### src/rtl/m_cp0_if.sv
// m_cp0_if: bundles the CP0 register-access, victim and interrupt signals.
// The pipeline side (master) drives requests; m_cp0 (slave) answers them.
interface m_cp0_if;
    logic        i_we;
    logic [4:0]  i_addr;
    logic [31:0] i_wdata;
    logic [31:0] o_rdata;
    logic [31:0] i_vpc;
    logic        i_bd;
    logic [4:0]  i_excCode;
    logic [5:0]  i_hwint;
    logic        i_exl_clr;
    logic        o_req;
    logic [31:0] o_epc;

    modport master (
        output i_we, i_addr, i_wdata, i_vpc, i_bd, i_excCode, i_hwint, i_exl_clr,
        input  o_rdata, o_req, o_epc
    );

    modport slave (
        input  i_we, i_addr, i_wdata, i_vpc, i_bd, i_excCode, i_hwint, i_exl_clr,
        output o_rdata, o_req, o_epc
    );
endinterface

### src/rtl/m_cp0.sv
// m_cp0: MIPS coprocessor 0 in the M stage. Holds SR(12), Cause(13) and
// EPC(14), decides exception/interrupt entry and serves mfc0/mtc0/eret.
// Optional macro CP0_TIMER_EN adds Count(9)/Compare(11) and a sticky timer
// interrupt TI that feeds IP[15] and reads back at Cause[30].
module m_cp0 (
    input logic    i_clk,
    input logic    i_reset,
    m_cp0_if.slave bus
);
    localparam logic [4:0] REG_COUNT   = 5'd9;
    localparam logic [4:0] REG_COMPARE = 5'd11;
    localparam logic [4:0] REG_SR      = 5'd12;
    localparam logic [4:0] REG_CAUSE   = 5'd13;
    localparam logic [4:0] REG_EPC     = 5'd14;

    logic [5:0]  sr_im;
    logic        sr_exl;
    logic        sr_ie;
    logic        cause_bd;
    logic [5:0]  cause_ip;
    logic [4:0]  cause_exc;
    logic [31:0] epc;

    logic [5:0]  ip_next;
    logic        ti_bit;
    logic        int_req;
    logic        exc_req;
    logic        req;
    logic        wr_sr;
    logic        wr_epc;

`ifdef CP0_TIMER_EN
    logic [31:0] count;
    logic [31:0] compare;
    logic        ti;
    logic        wr_count;
    logic        wr_compare;

    assign wr_count   = ~req & bus.i_we & (bus.i_addr == REG_COUNT);
    assign wr_compare = ~req & bus.i_we & (bus.i_addr == REG_COMPARE);
    assign ti_bit     = ti;

    // Free-running Count, Compare register and the sticky compare-match flag
    always_ff @(posedge i_clk or posedge i_reset) begin
        if (i_reset) begin
            count   <= 32'd0;
            compare <= 32'd0;
            ti      <= 1'b0;
        end else begin
            count <= wr_count ? bus.i_wdata : count + 32'd1;
            if (wr_compare) begin
                compare <= bus.i_wdata;
                ti      <= 1'b0;
            end else if (count == compare) begin
                ti <= 1'b1;
            end
        end
    end
`else
    assign ti_bit = 1'b0;
`endif

    // mtc0 writes only land when no exception is being taken this cycle
    assign wr_sr  = ~req & bus.i_we & (bus.i_addr == REG_SR);
    assign wr_epc = ~req & bus.i_we & (bus.i_addr == REG_EPC);

    // Request decision: masked interrupts beat exceptions, EXL masks both
    always_comb begin
        ip_next    = bus.i_hwint | {ti_bit, 5'b0};
        int_req    = (|(ip_next & sr_im)) & sr_ie & ~sr_exl;
        exc_req    = (bus.i_excCode != 5'd0) & ~sr_exl;
        req        = (int_req | exc_req) & ~i_reset;
    end

    assign bus.o_req = req;
    assign bus.o_epc = epc;

    // SR: entry sets EXL; otherwise mtc0 lands first and eret then clears EXL
    always_ff @(posedge i_clk or posedge i_reset) begin
        if (i_reset) begin
            sr_im  <= 6'd0;
            sr_exl <= 1'b0;
            sr_ie  <= 1'b0;
        end else if (req) begin
            sr_exl <= 1'b1;
        end else begin
            if (wr_sr) begin
                sr_im  <= bus.i_wdata[15:10];
                sr_exl <= bus.i_wdata[1] & ~bus.i_exl_clr;
                sr_ie  <= bus.i_wdata[0];
            end else if (bus.i_exl_clr) begin
                sr_exl <= 1'b0;
            end
        end
    end

    // Cause: IP samples the interrupt lines every edge; BD/ExcCode on entry
    always_ff @(posedge i_clk or posedge i_reset) begin
        if (i_reset) begin
            cause_bd  <= 1'b0;
            cause_ip  <= 6'd0;
            cause_exc <= 5'd0;
        end else begin
            cause_ip <= ip_next;
            if (req) begin
                cause_bd  <= bus.i_bd;
                cause_exc <= int_req ? 5'd0 : bus.i_excCode;
            end
        end
    end

    // EPC: victim PC (backed up one slot for delay slots) or mtc0 data
    always_ff @(posedge i_clk or posedge i_reset) begin
        if (i_reset) begin
            epc <= 32'd0;
        end else if (req) begin
            epc <= bus.i_bd ? bus.i_vpc - 32'd4 : bus.i_vpc;
        end else if (wr_epc) begin
            epc <= bus.i_wdata;
        end
    end

    // mfc0 read mux over the current register images
    always_comb begin
        bus.o_rdata = 32'd0;
        case (bus.i_addr)
            REG_SR:    bus.o_rdata = {16'd0, sr_im, 8'd0, sr_exl, sr_ie};
            REG_CAUSE: bus.o_rdata = {cause_bd, ti_bit, 14'd0, cause_ip, 3'd0, cause_exc, 2'd0};
            REG_EPC:   bus.o_rdata = epc;
`ifdef CP0_TIMER_EN
            REG_COUNT:   bus.o_rdata = count;
            REG_COMPARE: bus.o_rdata = compare;
`endif
            default:   bus.o_rdata = 32'd0;
        endcase
    end
endmodule

### src/flat_wrapper.sv
// flat-port wrapper written by rule: the top's interface ports become plain ports
module m_cp0_flat 
  (i_clk, i_reset, bus_i_we, bus_i_addr, bus_i_wdata, bus_i_vpc, bus_i_bd, bus_i_excCode, bus_i_hwint, bus_i_exl_clr, bus_o_rdata, bus_o_req, bus_o_epc);
  m_cp0_if bus_i ();
  input logic i_clk;
  input logic i_reset;
  input wire logic [$bits(bus_i.i_we)-1:0] bus_i_we;
  input wire logic [$bits(bus_i.i_addr)-1:0] bus_i_addr;
  input wire logic [$bits(bus_i.i_wdata)-1:0] bus_i_wdata;
  input wire logic [$bits(bus_i.i_vpc)-1:0] bus_i_vpc;
  input wire logic [$bits(bus_i.i_bd)-1:0] bus_i_bd;
  input wire logic [$bits(bus_i.i_excCode)-1:0] bus_i_excCode;
  input wire logic [$bits(bus_i.i_hwint)-1:0] bus_i_hwint;
  input wire logic [$bits(bus_i.i_exl_clr)-1:0] bus_i_exl_clr;
  output wire logic [$bits(bus_i.o_rdata)-1:0] bus_o_rdata;
  output wire logic [$bits(bus_i.o_req)-1:0] bus_o_req;
  output wire logic [$bits(bus_i.o_epc)-1:0] bus_o_epc;
  assign bus_i.i_we = bus_i_we;
  assign bus_i.i_addr = bus_i_addr;
  assign bus_i.i_wdata = bus_i_wdata;
  assign bus_i.i_vpc = bus_i_vpc;
  assign bus_i.i_bd = bus_i_bd;
  assign bus_i.i_excCode = bus_i_excCode;
  assign bus_i.i_hwint = bus_i_hwint;
  assign bus_i.i_exl_clr = bus_i_exl_clr;
  assign bus_o_rdata = bus_i.o_rdata;
  assign bus_o_req = bus_i.o_req;
  assign bus_o_epc = bus_i.o_epc;
  m_cp0 u_core (.i_clk(i_clk), .i_reset(i_reset), .bus(bus_i));
endmodule
### config.mk
export PLATFORM = sky130hd
export DESIGN_NAME = m_cp0_flat
export DESIGN_NICKNAME = d
export VERILOG_FILES = /design/src/rtl/m_cp0_if.sv /design/src/rtl/m_cp0.sv /design/src/flat_wrapper.sv
export SDC_FILE = /design/constraint.sdc
export NUM_CORES = 1
export LEC_CHECK = 0
export BUFFER_PORTS_ARGS = -buffer_cell sky130_fd_sc_hd__buf_2
export CORE_MARGIN = 10
export CORE_UTILIZATION = 48
export CTS_BUF_LIST = sky130_fd_sc_hd__clkbuf_2 sky130_fd_sc_hd__clkbuf_4 sky130_fd_sc_hd__clkbuf_8
export DETAILED_ROUTE_END_ITERATION = 16
export HOLD_SLACK_MARGIN = 0.02
export PLACE_DENSITY = 0.82
export SLEW_MARGIN = 5
export SYNTH_ARGS = -nofsm -noshare
export SYNTH_HDL_FRONTEND = slang
export SYNTH_SLANG_ARGS = --single-unit
### constraint.sdc
create_clock -name i_clk -period 2.1 [get_ports i_clk]
set_input_delay 0.105 -clock i_clk [delete_from_list [all_inputs] [get_ports i_clk]]
set_output_delay 0.105 -clock i_clk [all_outputs]
set_load 0.02 [all_outputs]
==> results.md <==
* Hold path endpoint: u_core.cause_exc[3]
* DRT iter0 DRCs at 124
* Hold Path Stages at 2
* CP cell instances: dlygate4sd3_1, buf_2, a22oi_1, nand3_1, a31oi_4, buf_12, inv_1, buf_2
* Most common cell on crit path: buf_2
* Min-delay worst type: primary input to register
* Vias in the first global route at just over 3000
* Internal at roughly 2000 µW
* Leakage at around 0.0024 µW
* Seq cells post-synth at 52
* H-tree depth at 2
* Core area at approximately 6300 µm²
* Slew Viols, Final at 0
* Post-route ant nets at 0
* Clk sinks at 52
* Drt total wl at between 9 and 10 mm
* Pwr Density at 731 nW/µm²
* Worst-path clk slew at approximately 0.09 ns
* Die height at 101 µm
* Buffers on Ports at between 100 and 150
* First-pass DRT Iterations at 5
* Detail Placement HPWL at around 7.8 mm
* Achievable clock frequency at slightly below 0.5 GHz
* RR Startpoint: u_core.sr_im[5]
* Crit Path Max Fanout at 18
* Metal-1 WL at 3.99 mm
* Multi-input gate area at 1740 µm²
* Die W at 101 µm
* Total Routing Usage GR at between 10% and 20%
* CP Data Arrival Time at roughly 1.9 ns
* Pin count of the biggest net entering global routing at 37
* Initial antenna violation count at 1
* DR vias/cell at around 5.4
* Crit Path Class: primary input to output pin
* Unique cell type count in the Yosys netlist at 39
* Final Hold Viols at 0
* Sw Ratio at approximately a third
* Area growth syn-to-layout at 36.2%
* Post-DR wirelength/cell at ~18 µm
* Ys async rst share at 100%
* Status: completed
* Critical path endpoint category: output pin
* Slew at the pin closest to its max-slew limit at 0.662 ns
* FP Rows at 29
* Max clock buf depth at 2
* Setup_tns at 0 ns
* Cell Area, Synth at 3140 µm²
* Die area at about 10000 µm²
* Clock Power Share at between 20% and 30%
* PostCTS Resize Cnt at 0
* Seq pwr share at between 40% and 50%
* Period utilization at a little over nine tenths
* Synth top cells by count: 56 x mux2i_1, 52 x dfrtp_1, 19 x nor2_1
* DRC at 0
* Place WS at 0.0837 ns
* Via count at slightly below 3000
* RR Endpoint: u_core.sr_im[5]
* Share of cells above drive strength 1 at between 40% and 50%
* Clock Tree Root: clkbuf_8
* Worst clock skew at roughly 0.0096 ns
* Comb power frac at about 33%
* Starting Density at 49.4%
* FF-to-FF setup slack at 0.17 ns
* Core Util, Final at between 60% and 70%
* Post-layout minimum cycle time at about 2 ns
* CTS buffer count at 5
* Detail Route met2 WL at between 4 and 5 mm
* CTS tree: built
* Warnings from Yosys at 0
* First-pass GRT wire length at between 15 and 20 mm
* Yosys top cell area share at between 40% and 50%
* Max_cap viols at 0
* Yosys top cell by area: dfrtp_1
* Finish-stage setup viols at 0
* Metal3 WL at 788 µm
* Worst Path Required at 2.00 ns
* RSZ-0062 raised after global routing: no
* # IOs at 150
* Routability cong. at ~0.81
* CP startpoint kind: primary input
* Seq. cell area at 1300 µm²
* Worst hold start: bus_i_excCode[3]
* Register area share after synthesis at between 40 and 50%
* Worst setup margin at between 0.07 and 0.08 ns
* R2R depth at 6
* EDFF count, synth at 0
* Highest metal used: met4
* Peak VDD IR at about 0.43 mV
* Slowest stage delay, CP at between 0.5 and 0.6 ns
* CP max-delay cell: dlygate4sd3_1
* Ranking of synthesized cells by area: dfrtp_1 41%, mux2i_1 18%, xor2_1 4.5%
* Congestion Overflow GR at 0
* Most frequent cell after synthesis: mux2i_1
* Syn Area/Cell at ~11 µm²
* Fin Hold WS at approximately 0.044 ns
* Slew margin rel. at between 50 and 60%
* Worst-Skew Late Latency at 0.30 ns
* Layout fillers at between 500 and 600
* Cells after synthesis at a little under 300
* Sw Pwr at between 1000 and 1500 µW
* Nets at between 500 and 600
* Syn Nets at about 380
* Main flop type after synthesis: dfrtp_1
## sequential cells by signal, indices dropped and copies added (netlist names)
signal and cells:
u_core.cause_ip 6, u_core.sr_ie 1, u_core.bus.o_epc 32, u_core.sr_exl 1
u_core.cause_exc 5, u_core.sr_im 6, u_core.cause_bd 1
## per-stage QoR
stage / instances / total power, µW / instance area, µm²
after floorplan: 296 / 1980 / 3140
after global placement: 520 / 2390 / 4050
after detailed placement: 520 / 2430 / 4050
after CTS: 536 / 3120 / 4240
after global routing: 539 / 3290 / 4270
final: 539 / 3120 / 4270
## routing by layer
metal	GRT usage (%)	vias up
met5	0	-
met4	4.24	0
met3	5.83	12
met2	32.5	106
met1	20.9	1391
li1	-	1403
## worst max-delay path: cells and delay by family
family	cells	cell delay [ns]
buffers and inverters	5	1.12
AOI/OAI and AO/OA	2	0.49
and+or+nand+nor	1	0.20
## area by class of cell
| class | count | share of cell area (%) |
|---|---|---|
| Clock buffer | 5 | 1.61 |
| Clock inverter | 3 | 0.996 |
| Tap cell | 77 | 2.26 |
| Timing Repair Buffer | 173 | 22.8 |
| Sequential cell | 52 | 30.5 |
| Antenna cell | 1 | 0.0586 |
| Multi-Input combinational cell | 217 | 40.8 |
| Inverter | 11 | 0.967 |
## power by group through the flow
| stage | logic, µW | clock network, µW | registers (µW) |
|---|---|---|---|
| floorplan | 404 | 0 | 1570 |
| global placement | 993 | 0 | 1400 |
| detailed placement | 1020 | 0 | 1410 |
| CTS | 1040 | 698 | 1390 |
| global route | 1130 | 743 | 1420 |
| finish | 1040 | 690 | 1390 |
## what timing repair did
item | in CTS | in global routing
buffers inserted | 0 | 1
hold endpoints to repair | 36 | 0
setup endpoints to repair | 0 | 1
hold buffers | 8 | 0
## cell usage in the layout, fill, tap and decap left out, drive strengths merged, types with 5 or more instances in the layout
cell type	netlist	layout
clkbuf	5	6
mux2	8	8
a21oi	9	9
nand2	7	7
nor4	5	5
nor2	19	19
dlygate4sd3	0	8
nand4	7	7
xnor2	11	11
and2	18	18
dfrtp	52	52
a222oi	6	6
inv	11	11
nor3	7	7
mux2i	56	56
a22o	13	13
xor2	16	16
buf	11	164
## kinds of logic (layout without fill, tap and decap cells)
kind of cell | Yosys count | in the layout | share of synthesized area (%)
and+or+nand+nor | 88 | 88 | 17.0
DFF | 52 | 52 | 41.5
muxes | 64 | 64 | 20.7
xor gates and xnor gates | 27 | 27 | 7.54
other | 0 | 1 | 0
buffers and inverters | 27 | 192 | 3.87
AOI/OAI and AO/OA | 37 | 37 | 8.98
adders and majority gates | 1 | 1 | 0.399
## how the worst max path moves through the flow
stage | startpoint | end | slack (ns) | cells after the start
2_1_floorplan | bus_i_excCode[3] | u_core.sr_ie | 0.31 | 6
3_3_place_gp | bus_i_excCode[3] | u_core.bus.o_epc[13] | 0.16 | 7
3_5_place_dp | bus_i_excCode[3] | u_core.bus.o_epc[16] | 0.08 | 7
4_1_cts | bus_i_hwint[5] | bus_o_req | 0.05 | 8
5_1_grt | bus_i_hwint[5] | bus_o_req | 0.01 | 8
6_report | bus_i_hwint[1] | bus_o_req | 0.08 | 8
(Power assumes the default switching activity.)
